$ cat src/rtl/addsub_pipe.sv
`default_nettype none
// +----------------------------------------------------------------------------+
// | Module  : addsub_pipe                                                      |
// | Brief   : segmented, pipelined add/sub with carry-in, C/V/Z/N flags and    |
// |           valid/ready; optional clamp on overflow via ADDSUB_SATURATE_EN   |
// | Revision: 1.0 - initial release                                            |
// +----------------------------------------------------------------------------+
module addsub_pipe #(
  parameter int WIDTH = 16,
  parameter int SEG   = 8
) (
  input  logic             clk,
  input  logic             rst,
  input  logic             in_valid,
  output logic             in_ready,
  input  logic [WIDTH-1:0] a,
  input  logic [WIDTH-1:0] b,
  input  logic [1:0]       op,
  input  logic             ci,
  output logic             out_valid,
  input  logic             out_ready,
  output logic [WIDTH-1:0] y,
  output logic             c,
  output logic             v,
  output logic             z,
  output logic             n
);

  localparam int               c_stages   = WIDTH / SEG;
  localparam int               c_last     = c_stages - 1;
  localparam logic [WIDTH-1:0] c_seg_mask = WIDTH'({SEG{1'b1}});
`ifdef ADDSUB_SATURATE_EN
  localparam logic [WIDTH-1:0] c_max_pos  = {1'b0, {(WIDTH-1){1'b1}}};
  localparam logic [WIDTH-1:0] c_max_neg  = {1'b1, {(WIDTH-1){1'b0}}};
`endif

  // Per-stage registers; r_a/r_b hold the not-yet-consumed segments shifted
  // down so the next stage always finds its segment in the low SEG bits.
  logic             r_v [c_stages];
  logic [WIDTH-1:0] r_a [c_stages];
  logic [WIDTH-1:0] r_b [c_stages];
  logic [WIDTH-1:0] r_y [c_stages];
  logic             r_c [c_stages];
  logic             r_vf;
  logic             r_z;
  logic             r_n;

  logic             w_vin   [c_stages];
  logic [WIDTH-1:0] w_ain   [c_stages];
  logic [WIDTH-1:0] w_bin   [c_stages];
  logic [WIDTH-1:0] w_yin   [c_stages];
  logic [WIDTH-1:0] w_ynext [c_stages];
  logic             w_cin   [c_stages];
  logic             w_cout  [c_stages];
  logic [SEG-1:0]   w_sum   [c_stages];

  logic             w_adv;
  logic [WIDTH-1:0] w_b_eff;
  logic             w_cin0;
  logic [WIDTH-1:0] w_y_raw;
  logic [WIDTH-1:0] w_y_fin;
  logic             w_ovf;

  assign w_adv    = !r_v[c_last] || out_ready;
  assign in_ready = w_adv;
  assign w_b_eff  = op[0] ? ~b : b;
  assign w_cin0   = op[1] ? ci : op[0];

  for (genvar k = 0; k < c_stages; k++) begin : g_stage
    if (k == 0) begin : g_first
      assign w_vin[k] = in_valid;
      assign w_ain[k] = a;
      assign w_bin[k] = w_b_eff;
      assign w_cin[k] = w_cin0;
      assign w_yin[k] = '0;
    end else begin : g_next
      assign w_vin[k] = r_v[k-1];
      assign w_ain[k] = r_a[k-1];
      assign w_bin[k] = r_b[k-1];
      assign w_cin[k] = r_c[k-1];
      assign w_yin[k] = r_y[k-1];
    end
    assign {w_cout[k], w_sum[k]} = {1'b0, w_ain[k][SEG-1:0]} + {1'b0, w_bin[k][SEG-1:0]}
                                 + (SEG+1)'(w_cin[k]);
    assign w_ynext[k] = (w_yin[k] & ~(c_seg_mask << (k*SEG))) | (WIDTH'(w_sum[k]) << (k*SEG));
  end

  // Carry into the MSB is recovered as a^b'^sum at that bit.
  assign w_y_raw = w_ynext[c_last];
  assign w_ovf   = w_ain[c_last][SEG-1] ^ w_bin[c_last][SEG-1] ^ w_sum[c_last][SEG-1]
                 ^ w_cout[c_last];

`ifdef ADDSUB_SATURATE_EN
  assign w_y_fin = !w_ovf ? w_y_raw : (w_y_raw[WIDTH-1] ? c_max_pos : c_max_neg);
`else
  assign w_y_fin = w_y_raw;
`endif

  always_ff @(posedge clk) begin
    if (rst) begin
      for (int k = 0; k < c_stages; k++) begin
        r_v[k] <= 1'b0;
        r_a[k] <= '0;
        r_b[k] <= '0;
        r_y[k] <= '0;
        r_c[k] <= 1'b0;
      end
      r_vf <= 1'b0;
      r_z  <= 1'b0;
      r_n  <= 1'b0;
    end else if (w_adv) begin
      for (int k = 0; k < c_stages; k++) begin
        r_v[k] <= w_vin[k];
        r_a[k] <= w_ain[k] >> SEG;
        r_b[k] <= w_bin[k] >> SEG;
        r_y[k] <= w_ynext[k];
        r_c[k] <= w_cout[k];
      end
      r_y[c_last] <= w_y_fin;
      r_vf        <= w_ovf;
      r_z         <= (w_y_fin == '0);
      r_n         <= w_y_fin[WIDTH-1];
    end
  end

  assign out_valid = r_v[c_last];
  assign y         = r_y[c_last];
  assign c         = r_c[c_last];
  assign v         = r_vf;
  assign z         = r_z;
  assign n         = r_n;

endmodule
`default_nettype wire

$ cat config.mk
export PLATFORM = sky130hd
export DESIGN_NAME = addsub_pipe
export DESIGN_NICKNAME = d
export VERILOG_FILES = /design/src/rtl/addsub_pipe.sv
export SDC_FILE = /design/constraint.sdc
export NUM_CORES = 1
export LEC_CHECK = 0
export ABC_AREA = 1
export CORE_UTILIZATION = 50
export CTS_CLUSTER_DIAMETER = 200
export CTS_CLUSTER_SIZE = 24
export DETAILED_ROUTE_END_ITERATION = 10
export GPL_TIMING_DRIVEN = 0
export PLACE_DENSITY = 0.8
export SETUP_SLACK_MARGIN = 0.3
export SLEW_MARGIN = 20
export SYNTH_ARGS = -nofsm -noshare
export SYNTH_HDL_FRONTEND = slang
export SYNTH_SLANG_ARGS = --single-unit
$ cat constraint.sdc
create_clock -name clk -period 2.8 [get_ports clk]
set_clock_uncertainty 0.05 [all_clocks]
set_input_delay 0.28 -clock clk [delete_from_list [all_inputs] [get_ports clk]]
set_output_delay 0.28 -clock clk [all_outputs]
set_load 0.1 [all_outputs]
; ---- After elaboration in Yosys (flattened, before gate mapping)
; Memories as Yosys holds them, arrays and structs flattened.
; Cells that the tools add are included.
[word_totals]
out_inout_bits = 22
register_bits = 3
memories = 5
mem_bits_ro = 0
ram_bits = 68
latch_bits = 0
[mem_list]
columns = memory, depth, word_bits, rd, rd_ports_with_merged_regs, write_ports, line_no
row1 = r_y, 2, 16, 2, 0, 2, 42  ; logic [WIDTH-1:0] r_y [c_stages];
row2 = r_a, 2, 8, 1, 0, 2, 40  ; logic [WIDTH-1:0] r_a [c_stages];
row3 = r_b, 2, 8, 1, 0, 2, 41  ; logic [WIDTH-1:0] r_b [c_stages];
row4 = r_c, 2, 1, 2, 0, 2, 43  ; logic r_c [c_stages];
row5 = r_v, 2, 1, 2, 0, 2, 39  ; logic r_v [c_stages];
[classes]
n_div = 0
n_lt_le_gt_ge = 0
shift = 0
n_reduce_logical = 3
bitwise = 16
mux = 18
n_mul = 0
addsub = 4
n_eq_ne = 0
[ops]
columns = cell, count
row1 = $mux 16, 4
row2 = $mux 8, 4
row3 = $add 8x8->9, 2
row4 = $add 9x1->9, 2
row5 = $logic_not 16->1, 1
row6 = $not 16->16, 1
row7 = $or 8x16->16, 1
row8 = $or 1x1->1, 11
row9 = $mux 1, 10
row10 = $xor 1x1->1, 3
row11 = $logic_not 1->1, 1
row12 = $logic_or 1x1->1, 1

; ---- Depth between registers and ports, before layout
; An unclocked memory read counts as a cell.
[logic_depth]
depth_word = 8
depth_mapped = 11

; ---- Worst setup path after synthesis
; No wires, ideal clock.
[synth_path]
path_type = register to register
startpoint = memory r_v[1][0], in the netlist r_v[0][1]
endpoint = memory r_a[0][0] in the netlist's numbering, enable pin
arrival_time_ns = 2.845
synth_period_minus_slack_ns = 3.453
setup_slack_ns = -0.653
path_buffers = 0
path_stages_with_launch = 4
cell_sequence = edfxtp_1 > nand2_1 > inv_1 > nand2_1
[synth_lines]
columns = element, line_no
row1 = from (decl), 39
row2 = to (decl), 40

==> run_results.csv <==
group,metric,value,unit
die,die_area,0.00562,mm2
critical_path,r2r_start,"r_c[0][0]$_SDFFCE_PN0P_",
hold_path,whs_endpoint,"r_b[0][2]$_SDFFCE_PN0P_",
die,die_w,75.0,um
run_status,status,"finished, final reports clean",
hold_path,min_from,"op[0]",
die,die_h,75.0,um
synth,yosysMostFrequentCell,"nor2_1",
global_route,grt-ovfl-total,0,
critical_path,reg2reg_slack,0.69,ns
sta,fin_hold_ws,0.354,ns
sta,hold_viol,0,
detailed_routing,route.detailed.drc,0,
clock_network,post_cts_resized,0,
sta,period_minus_slack,2.41,ns
final_layout,num_antenna_cells,0,
placed_design,place.gp.congestion,0.799,
final_layout,areaGrowthSynthToFinish,28.9,%
critical_path,reg2reg_depth,8,
die,io_pins,61,
synth,ys_top_cells_by_count,"nor2_1 (46), edfxtp_1 (44), inv_1 (42)",
final_layout,fin_nets,398,
synth,yosysUniqueCellTypes,27,
die,start_util,52.1,%
critical_path,endpoint_kind,"register",
clock_network,path_clk_slew,0.08,ns
synth,yosysTopAreaCell,"edfxtp_1",
clock_network,cts.sinks,47,
detailed_routing,dr.pass1.iters,5,
detailed_routing,postRouteAntennaNets,0,
synth,synth_fp_nets,332,
global_route,grt_pass1_vias,1857,
hold_path,hold_path.class,"input pin to register",
detailed_routing,viasPerCell,4.84,
sta,finalSetupViolations,0,
clock_network,cts-root-buf,"clkbuf_8",
sta,drv_slew,0,
detailed_routing,drtIter0Drc,132,
synth,ys_top_cells_by_area,"edfxtp_1 (50%), ha_1 (6.6%), nor2_1 (6.5%)",
placed_design,dpl.hpwl,3.61,mm
placed_design,port_buffers,59,
sta,finalSetupTns,0,ns
clock_network,cts_tree,"built",
synth,synth_edf_count,44,
detailed_routing,vias,1993,
clock_network,hold_buffers,0,
final_layout,fill_cells,419,
synth,syn_area,0.00266,mm2
sta,max_freq,414,MHz
power,p_total,2010,uW
clock_network,htreeDepth,2,
synth,synth_seq_cells,47,
global_route,grt_pass1_wl,7.68,mm
critical_path,crit_required,2.79,ns
detailed_routing,routed_wl,4.69,mm
synth,seq_area_frac_synth,51.9,%
global_route,grt_max_degree,45,
detailed_routing,avgRoutedWirePerCell,11.4,um
power,power.leakage,0.00157,uW
final_layout,final-seq-area,0.00138,mm2
die,rows,26,
clock_network,post_cts_buffers,0,
hold_path,whs_path_depth,3,
global_route,grt_use_total,18.2,%
synth,syn-mean-instance-area,9.68,um2
job,drv_cap,0,
final_layout,drive_gt1_share,7.31,%
sta,period_share,86.2,%
sta,relSlewSlack,34.8,%
power,cellPowerDensity,586,mW/mm2
synth,ys_warn_count,0,
critical_path,crit_type,"input pin to register",
power,ir_drop,0.285,mV
sta,tightest_slew,0.975,ns
final_layout,multi_input_area,0.00110,mm2
synth,synthCells,275,
sta,rsz0062_at_grt,"no",
critical_path,startpoint_type,"input pin",
synth,synth_top_area_share,49.6,%
global_route,antenna_found_initial,0,
synth,ys_async_sr_fraction,0,%
die,core_region_area,0.00511,mm2
synth,ys.flop_type,"edfxtp_1",
critical_path,r2r-end,"z$_SDFFE_PP0P_",
clock_network,cts_buffers,5,
critical_path,worst-endpoint-arrival,2.40,ns
clock_network,cts_max_path_buffers,2,
critical_path,worstPathMaxFanout,4,
clock_network,clk-insertion-delay-late,0.30,ns
[cell type report]
cell class                      instances  area share (%)
Buffer                                  6            1.06
Clock buffer                            7            2.22
Clock inverter                          1           0.146
Inverter                               42            4.59
Multi-Input combinational cell        180            32.0
Sequential cell                        47            40.2
Tap cell                               70            2.55
Timing Repair Buffer                   59            17.2
[stage by stage]
stage               utilization [%]  cell area (um2)  worst slack, ns  instances
CTS                            67.2             3430            0.391        412
floorplan                         -             2670            0.328        275
global placement               65.6             3350            0.125        404
finish                         67.2             3430            0.387        412
global route                   67.2             3430            0.308        412
detailed placement             65.6             3350           0.0754        404
[cell families (layout without fill, tap and decap cells)]
kind of cell,after synthesis,in the layout,share of synthesized area [%]
adder cells (fa/ha/maj),18,18,9.59
buffers and inverters,48,115,7.28
AO/OA/AOI/OAI,28,28,6.11
AND/OR/NAND/NOR,116,116,19.1
flip-flops,47,47,51.9
multiplexers,1,1,0.423
XOR/XNOR,17,17,5.59
[sequential cells by signal, indices dropped and copies added (netlist names)]
register,flops
n,1
r_y,24
r_b,8
r_c,2
r_v,2
r_a,8
z,1
v,1
[where the power goes]
group / internal [uW] / leakage [uW] / total, uW / switching (uW)
sequential: 862 / 0.000535 / 890 / 27.8
clock: 175 / 0.0000422 / 384 / 209
combinational: 231 / 0.000990 / 737 / 506
[worst max path at each step]
stage	slack, ns	cells past startpoint	startpoint	end
finish	0.39	8	op[1]	r_y[0][6]$_SDFFCE_PN0P_
global route	0.31	8	op[1]	r_y[0][6]$_SDFFCE_PN0P_
CTS	0.39	8	op[1]	r_y[0][6]$_SDFFCE_PN0P_
floorplan	0.33	3	r_v[0][1]$_SDFFCE_PN0P_	r_a[0][0]$_SDFFCE_PN0P_
global placement	0.13	8	op[1]	r_y[0][6]$_SDFFCE_PN0P_
detailed placement	0.08	8	op[1]	r_y[0][6]$_SDFFCE_PN0P_
[placed cells by master (no fill, tap or decap), types with 2 or more instances in the layout]
| master | count |
|---|---|
| a21o_1 | 2 |
| nor2_1 | 46 |
| buf_2 | 2 |
| clkbuf_1 | 2 |
| nand3b_1 | 3 |
| xor2_1 | 9 |
| inv_1 | 42 |
| a21oi_2 | 3 |
| nand3_1 | 13 |
| o21ai_0 | 6 |
| edfxtp_1 | 44 |
| fa_1 | 4 |
| ha_1 | 14 |
| clkdlybuf4s50_1 | 59 |
| dfxtp_1 | 3 |
| buf_4 | 3 |
| nand2_1 | 37 |
| nor3_1 | 2 |
| xnor2_1 | 8 |
| nand3_2 | 3 |
| a21oi_1 | 13 |
| clkbuf_8 | 5 |
| nand2_2 | 6 |
| nand4_1 | 5 |
[worst max-delay path, cell delays in order]
cell,delay (ns)
clkdlybuf4s50_1,0.46
mux2_2,0.33
fa_1,0.42
fa_1,0.46
nand4_1,0.12
nand3_1,0.10
o21ai_0,0.17
a21oi_1,0.06
[routing by layer]
| layer | track usage, % | vias up | part of all wire (%) |
|---|---|---|---|
| li1 | - | 1035 | - |
| met2 | 32.6 | 68 | 48 |
| met1 | 22.2 | 883 | 46 |
| met4 | 5.24 | 0 | 1.6 |
| met3 | 3.61 | 7 | 4.6 |
| met5 | 0 | - | 0 |
Power figures use the tool's default switching activity.
